File: src/rtl/imem_loader.sv
// imem_loader: streams a byte-serial program image into an instruction memory.
//
// Stream format: 16-bit little-endian word count N (1..DEPTH), then 4*N bytes
// assembled little-endian into 32-bit words written at consecutive word
// addresses. The CPU is held in reset (o_cpu_hold) until a load completes.
//
// Optional feature: define IMEM_LOADER_CHECKSUM_EN to append a one-byte XOR
// checksum of all data bytes after the last word; a mismatch ends in ERR.
//
// Ports:
//   i_clk        clock, rising edge
//   i_rst_n      synchronous active-low reset
//   i_start      one-cycle load request (honoured in IDLE, DONE, ERR)
//   i_rx_data    incoming byte
//   i_rx_valid   i_rx_data is valid
//   o_rx_ready   loader accepts a byte this cycle
//   o_mem_we     memory write strobe (one cycle per word)
//   o_mem_addr   word-aligned byte address of the write
//   o_mem_wdata  write data word
//   o_busy       load in progress
//   o_done       load finished successfully
//   o_error      load aborted (bad length or checksum)
//   o_cpu_hold   CPU hold request, low only in DONE
module imem_loader #(
    parameter int unsigned DEPTH = 1024
) (
    input  logic        i_clk,
    input  logic        i_rst_n,
    input  logic        i_start,
    input  logic [7:0]  i_rx_data,
    input  logic        i_rx_valid,
    output logic        o_rx_ready,
    output logic        o_mem_we,
    output logic [31:0] o_mem_addr,
    output logic [31:0] o_mem_wdata,
    output logic        o_busy,
    output logic        o_done,
    output logic        o_error,
    output logic        o_cpu_hold
);

    typedef enum logic [2:0] {
        StIdle,
        StLen0,
        StLen1,
        StData,
        StWrite,
`ifdef IMEM_LOADER_CHECKSUM_EN
        StCsum,
`endif
        StDone,
        StErr
    } state_e;

    state_e      r_state;
    state_e      w_state_next;
    logic [15:0] r_len;
    logic [15:0] r_word_idx;
    logic [1:0]  r_byte_cnt;
    logic [23:0] r_word;       // first three bytes of the word in progress
    logic [31:0] r_mem_addr;
    logic [31:0] r_mem_wdata;
`ifdef IMEM_LOADER_CHECKSUM_EN
    logic [7:0]  r_csum;
`endif

    logic        w_accept;
    logic [15:0] w_len_full;
    logic        w_len_bad;
    logic        w_last_word;

    assign w_accept    = i_rx_valid && o_rx_ready;
    assign w_len_full  = {i_rx_data, r_len[7:0]};
    assign w_len_bad   = (w_len_full == 16'd0) || (32'(w_len_full) > DEPTH);
    assign w_last_word = ((r_word_idx + 16'd1) == r_len);

    always_comb begin
        w_state_next = r_state;
        o_rx_ready   = 1'b0;
        o_busy       = 1'b0;
        o_mem_we     = 1'b0;
        o_done       = 1'b0;
        o_error      = 1'b0;
        o_cpu_hold   = 1'b1;
        unique case (r_state)
            StIdle, StDone, StErr: begin
                o_done     = (r_state == StDone);
                o_error    = (r_state == StErr);
                o_cpu_hold = (r_state != StDone);
                if (i_start) w_state_next = StLen0;
            end
            StLen0: begin
                o_rx_ready = 1'b1;
                o_busy     = 1'b1;
                if (w_accept) w_state_next = StLen1;
            end
            StLen1: begin
                o_rx_ready = 1'b1;
                o_busy     = 1'b1;
                if (w_accept) w_state_next = w_len_bad ? StErr : StData;
            end
            StData: begin
                o_rx_ready = 1'b1;
                o_busy     = 1'b1;
                if (w_accept && (r_byte_cnt == 2'd3)) w_state_next = StWrite;
            end
            StWrite: begin
                o_busy   = 1'b1;
                o_mem_we = 1'b1;
`ifdef IMEM_LOADER_CHECKSUM_EN
                w_state_next = w_last_word ? StCsum : StData;
`else
                w_state_next = w_last_word ? StDone : StData;
`endif
            end
`ifdef IMEM_LOADER_CHECKSUM_EN
            StCsum: begin
                o_rx_ready = 1'b1;
                o_busy     = 1'b1;
                if (w_accept) w_state_next = (i_rx_data == r_csum) ? StDone : StErr;
            end
`endif
            default: w_state_next = StIdle;
        endcase
    end

    always_ff @(posedge i_clk) begin
        if (!i_rst_n) begin
            r_state     <= StIdle;
            r_len       <= 16'd0;
            r_word_idx  <= 16'd0;
            r_byte_cnt  <= 2'd0;
            r_word      <= 24'd0;
            r_mem_addr  <= 32'd0;
            r_mem_wdata <= 32'd0;
`ifdef IMEM_LOADER_CHECKSUM_EN
            r_csum      <= 8'd0;
`endif
        end else begin
            r_state <= w_state_next;
            case (r_state)
                StIdle, StDone, StErr: begin
                    if (i_start) begin
                        r_word_idx <= 16'd0;
                        r_byte_cnt <= 2'd0;
`ifdef IMEM_LOADER_CHECKSUM_EN
                        r_csum     <= 8'd0;
`endif
                    end
                end
                StLen0: if (w_accept) r_len[7:0] <= i_rx_data;
                StLen1: if (w_accept) r_len[15:8] <= i_rx_data;
                StData: begin
                    if (w_accept) begin
                        r_byte_cnt <= r_byte_cnt + 2'd1;
`ifdef IMEM_LOADER_CHECKSUM_EN
                        r_csum     <= r_csum ^ i_rx_data;
`endif
                        if (r_byte_cnt == 2'd3) begin
                            // Capture address/data here so they are stable during WRITE
                            // and hold afterwards.
                            r_mem_addr  <= {14'd0, r_word_idx, 2'b00};
                            r_mem_wdata <= {i_rx_data, r_word};
                        end else begin
                            // Shift in from the top: after three bytes r_word = {b2, b1, b0}.
                            r_word <= {i_rx_data, r_word[23:8]};
                        end
                    end
                end
                StWrite: r_word_idx <= r_word_idx + 16'd1;
                default: ;
            endcase
        end
    end

    assign o_mem_addr  = r_mem_addr;
    assign o_mem_wdata = r_mem_wdata;

endmodule

File: config.mk
export PLATFORM = sky130hd
export DESIGN_NAME = imem_loader
export DESIGN_NICKNAME = d
export VERILOG_FILES = /design/src/rtl/imem_loader.sv
export SDC_FILE = /design/constraint.sdc
export NUM_CORES = 1
export LEC_CHECK = 0
export BUFFER_PORTS_ARGS = -buffer_cell sky130_fd_sc_hd__buf_4
export CAP_MARGIN = 25
export CORE_ASPECT_RATIO = 1.2
export CORE_MARGIN = 5
export CORE_UTILIZATION = 50
export CTS_BUF_LIST = sky130_fd_sc_hd__clkbuf_16
export DETAILED_ROUTE_END_ITERATION = 8
export HOLD_SLACK_MARGIN = 0.15
export PLACE_DENSITY = 0.72
export SYNTH_ARGS = -nofsm -noshare
export SYNTH_HDL_FRONTEND = slang
export SYNTH_SLANG_ARGS = --single-unit
File: constraint.sdc
create_clock -name i_clk -period 4.6 [get_ports i_clk]
set_clock_uncertainty 0.15 [all_clocks]
set_input_delay 0 -clock i_clk [delete_from_list [all_inputs] [get_ports i_clk]]
set_output_delay 0 -clock i_clk [all_outputs]
set_load 0.1 [all_outputs]
==> results of run 1 <==
==> registers in the layout, summed over array words and instances (netlist names) <==
name,count
r_word_idx,16
r_byte_cnt,2
o_mem_addr,16
o_mem_wdata,32
r_state,3
r_word,24
r_len,16
==> power by group <==
group / total [uW] / leakage (uW) / internal (uW) / switching, uW
registers: 1010 / 0.000879 / 968 / 39.8
clock network: 736 / 0.000132 / 374 / 362
logic: 466 / 0.00122 / 136 / 329
==> layout by cell type, fill, tap and decap left out, drive strengths merged, types with 3 or more instances in the layout <==
| master | Yosys | final |
|---|---|---|
| a21boi | 94 | 94 |
| a21o | 3 | 3 |
| a21oi | 11 | 11 |
| a22oi | 3 | 3 |
| a31oi | 3 | 3 |
| and2 | 4 | 4 |
| and3 | 3 | 3 |
| and4 | 3 | 3 |
| buf | 31 | 68 |
| clkbuf | 31 | 9 |
| conb | 1 | 16 |
| dfxtp | 109 | 109 |
| dlygate4sd3 | 0 | 11 |
| inv | 10 | 13 |
| nand2 | 202 | 202 |
| nand3 | 12 | 12 |
| nand4 | 4 | 4 |
| nor2 | 24 | 24 |
| nor2b | 10 | 10 |
| nor3 | 13 | 13 |
| nor4 | 3 | 3 |
| o21ai | 20 | 20 |
| or3 | 4 | 4 |
| xnor2 | 15 | 15 |
| xor2 | 7 | 7 |
==> critical path: stages, from the launching register on <==
cell and delay (ns):
dfxtp_1 0.43, nor2_1 0.39, nand2_1 0.54, inv_1 0.54
buf_4 0.38
==> logic make-up (layout without fill, tap and decap cells) <==
kind of cell               count (synthesis)  after routing  synth area share [%]
and+or+nand+nor                          291            291                 24.51
AOI/OAI and AO/OA                        151            151                 20.84
DFF                                      109            109                 41.58
buffers and inverters                     75            105                 8.250
xor gates and xnor gates                  22             22                 3.672
adders and majority gates                  3              3                0.6676
muxes                                      2              2                0.4053
other                                      1             16               0.07146
==> layer usage <==
metal	up-vias	global-route usage, %	wire length (um)
li1	2223	-	-
met1	2021	22.56	5135
met2	106	33.13	5978
met3	23	2.472	426
met4	0	8.532	316
met5	-	0	0
==> area by class of cell <==
class / count / area [sq um]
Fill cell: 959 / 4442
Sequential cell: 109 / 2182
Clock buffer: 9 / 225.2
Multi-Input combinational cell: 485 / 2689
Timing Repair Buffer: 79 / 620.6
Inverter: 10 / 37.54
Tap cell: 129 / 161.4
Clock inverter: 7 / 56.30
==> how the worst max path moves through the flow <==
stage | start | to | slack, ns | cells after the start
global route | r_state[0] | o_mem_addr[9] | 1.54 | 6
CTS | r_state[0] | o_mem_we | 1.82 | 4
finish | r_state[0] | o_mem_we | 1.80 | 4
floorplan | r_state[2] | o_error | 1.62 | 3
detailed placement | r_state[0] | o_mem_addr[11] | 1.85 | 6
global placement | r_state[0] | o_mem_addr[2] | 1.98 | 6
==> stage by stage <==
stage / hold WS (ns) / setup slack (ns) / cells / instance area (sq um)
global route: 0.3290 / 1.541 / 828 / 5972
detailed placement: 0.1562 / 1.854 / 801 / 5580
floorplan: -0.005082 / 1.615 / 669 / 5304
global placement: 0.1536 / 1.980 / 801 / 5580
finish: 0.3149 / 1.803 / 828 / 5972
CTS: 0.3212 / 1.824 / 828 / 5972
==> timing repair <==
item                                   CTS  global route
setup buffers                            0             0
hold buffers                            11             0
endpoints found under the hold margin   39             0
==> impl_metrics.toml, run 1 <==
[worst_setup_path]
worst-setup-path-type = "flop to output port"
end_kind = "output port"
cp_max_fo = 23
r2r_slack_ns = 1.84
required_ns = 4.45
r2r-start = "r_state[0]"
rr_worst_depth = 6
r2r_end = "o_mem_addr[2]"
start_kind = "flop"
cp.arrival_ns = 2.65

[route]
route.vias.total = 4373
remaining_drc_errors = 0
ant_nets = 0
drt_first_pass_iters = 4
routed_wl_um = 11860
viasPerCell = 5.281
drt-initial-drc-count = 340
wl_per_cell_um = 14.32

[power]
p_leak_uw = 0.002231
total_power_uw = 2210
p_per_area_nw_per_um2 = 370.1
peakVddDrop_v = 0.0001780

[clocking]
htreeDepth = 3
cts_tree = "built"
clock_path_buffers = 2
cts_buffers = 9
cts-root-buf = "clkbuf_16"
clk_pin_slew_ns = 0.07
cts_resized = 0
clock_sinks = 109
clk_latency_ns = 0.35

[logic_synthesis]
netlist.area_leader.share_pct = 41.58
ys_warn_count = 0
syn_area_per_cell_sq_um = 8.024
ys_top_cells_by_count = "202 x nand2_1, 109 x dfxtp_1, 91 x a21boi_0"
synthCells = 654
yosysUniqueCellTypes = 63
yosys.area.top_type = "dfxtp_1"
synthFlopType = "dfxtp_1"
syn_area_sq_um = 5248
synth_enable_flop_cells = 0
synth_most_common_cell = "nand2_1"
synth_sequential_area_ratio_pct = 41.58
ys_ff_latch = 109
postSynth.asyncResetShare_pct = 0
synthTopCellsByArea = "dfxtp_1 42%, nand2_1 14%, a21boi_0 13%"

[floorplan]
row_count = 41
initial_core_util_pct = 50.39
die_width_um = 103.5
boundaryPins = 82
dieArea_sq_um = 12650
die_y_um = 122.2
core_sq_um = 10410

[final_layout]
antenna_cells = 0
area_growth_pct = 13.81
drive_gt1_share_pct = 13.45
nets = 708
final_util_pct = 57.35

[timing]
max_freq_mhz = 357.6
max-slew-margin-rel_pct = 37.86
finalHoldViolCount = 0
period_needed_ns = 2.797
slew_violations = 0
fin_setup_tns_ns = 0
setup_viol = 0
finalCritPeriodShare_pct = 60.80
tightest_slew_ns = 0.9321
rsz0062_at_grt = "no"

[outcome]
status = "completed"

[grt]
antenna_found_initial = 0
grt_pass1_vias = 4102
track_usage_pct = 18.69
grt_max_degree = 111
grt_overflow = 0
grt_pass1_wl_um = 19750

[min_path]
whs_path_depth = 2
hp-class = "flop to flop"
min_from = "o_mem_addr[15]"
holdPathEnd = "o_mem_addr[15]"

[placement]
hpwl_um = 8154
place_congestion = 0.8173
port_buffers = 65

[run]
drv_cap = 0
Note: power is estimated with default switching activity, not from simulation.
==> inputs of run 2 (changes only) <==
- clock period: 4.6 -> 2.83 ns (I/O delays scaled with it)
==> impl_metrics.toml, run 2 (synthesis gave the netlist of run 1 again) <==
[timing]
finalCritPeriodShare_pct = 89.16
period_needed_ns = 2.523
setup_viol = 0
max-slew-margin-rel_pct = 41.73
hold_ws_ns = 0.3147
rsz0062_at_grt = "no"
tightest_slew_ns = 0.8740
max_freq_mhz = 396.3
slew_violations = 0
finalHoldViolCount = 0
fin_setup_tns_ns = 0

[final_layout]
largest_reg_flops = 32
final_common_cell = "nand2_1"
nets = 717
drive_gt1_share_pct = 14.69
area_growth_pct = 15.26
antenna_cells = 0
fill_cells = 945
final_cell_mix = "202 x nand2_1, 109 x dfxtp_1, 91 x a21boi_0"

[grt]
antenna_found_initial = 0
grt_max_degree = 111
grt_pass1_wl_um = 20110
grt_pass1_vias = 4212
grt_overflow = 0
track_usage_pct = 19.08

[floorplan]
initial_core_util_pct = 50.39
row_count = 41
die_width_um = 103.5
die_y_um = 122.2
dieArea_sq_um = 12650
core_sq_um = 10410
boundaryPins = 82

[worst_setup_path]
r2r-start = "r_word_idx[1]"
worst-setup-path-type = "flop to flop"
r2r_end = "r_state[1]"
crit_end = "r_state[1]"
start_kind = "flop"
cp.arrival_ns = 2.61
cp_max_fo = 7
required_ns = 2.92
cpLargestDelayFamily = "simple AND/OR/NAND/NOR gates"
crit_cells = 7
path_buf_inv = 0
end_kind = "flop"
worst_path_max_delay_cell = "or3_1"
crit_path_start = "r_word_idx[1]"
crit_chain = "ha_1 -> nand4_1 -> or3_1 -> xnor2_1 -> o21ai_0 -> nand3_1 -> o311a_1"
rr_worst_depth = 7
r2r_slack_ns = 0.31
max_stage_delay_ns = 0.47

[clocking]
clock_path_buffers = 2
clk_pin_slew_ns = 0.07
cts_hold_buf = 12
cts-root-buf = "clkbuf_16"
cts_resized = 0
cts_buffers = 9
post_cts_buffers = 0
clock_sinks = 109
cts_tree = "built"
clk_latency_ns = 0.35
htreeDepth = 3

[route]
routed_wl_um = 12110
remaining_drc_errors = 0
wl_per_cell_um = 14.47
viasPerCell = 5.306
drt_first_pass_iters = 4
route.vias.total = 4441
drt-initial-drc-count = 221
ant_nets = 0

[power]
p_leak_uw = 0.002273
p_per_area_nw_per_um2 = 603.4
peakVddDrop_v = 0.0004182

[placement]
place_congestion = 0.8844
hpwl_um = 8147
port_buffers = 65

[outcome]
status = "completed"

[min_path]
hp-class = "flop to flop"

[run]
drv_cap = 0
## run 2: cell count changes in the layout (fill, tap and decap cells not counted), sizes merged
cell / change
buf: +8
dlygate4sd3: +1
## run 2: layout make-up
| cell class | count | area (sq um) | area share, % |
|---|---|---|---|
| clock buffers | 9 | 225.2 | 3.724 |
| clock inverters | 7 | 57.56 | 0.9516 |
| inverters | 10 | 37.54 | 0.6206 |
| multi-input cells | 485 | 2694 | 44.54 |
| flip-flops and latches | 109 | 2182 | 36.08 |
| well taps | 129 | 161.4 | 2.669 |
| repair buffers | 88 | 690.7 | 11.42 |
## run 2: routing by layer
layer	GRT usage [%]	part of all wire [%]	vias to the layer above
met5	0	0	-
met1	22.71	43	2085
met2	33.81	51	102
met4	7.301	2.1	0
met3	3.998	4.6	19
li1	-	-	2235
## run 2: worst min-delay path by stage
stage                    from  cells after the start  slack, ns              end
2_1_floorplan    i_rx_data[0]                      2     -0.005  o_mem_wdata[24]
3_3_place_gp     i_rx_data[7]                      3       0.15       r_word[23]
3_5_place_dp     i_rx_data[6]                      3       0.16         r_len[6]
4_1_cts        o_mem_addr[10]                      2       0.32   o_mem_addr[10]
5_1_grt             r_word[0]                      2       0.34        r_word[0]
6_report       o_mem_addr[12]                      2       0.31   o_mem_addr[12]
## run 2: worst reg2reg max path: cells and delay by family, from the launching register on
| family | cells | cell delay (ns) |
|---|---|---|
| simple gates | 3 | 0.85 |
| xor+xnor | 1 | 0.14 |
| fa+ha+maj | 1 | 0.32 |
| flops | 1 | 0.45 |
| compound gates | 2 | 0.50 |
## run 2: where the power goes
part	internal, uW	total, uW	switching (uW)
clock	610	1210	601
combinational	250	817	567
sequential	1570	1620	48.0
total	2430	3650	1220
## run 2: per-stage QoR
stage	std cells	util (%)	instance area, sq um	worst slack, ns	total power (uW)
2_1_floorplan	669	-	5309	0.1736	2301
3_3_place_gp	809	54.21	5645	0.4264	2434
3_5_place_dp	809	54.21	5645	0.3623	2452
4_1_cts	837	58.08	6048	0.3273	3673
5_1_grt	837	58.08	6048	0.1274	3808
6_report	837	58.08	6048	0.3069	3650
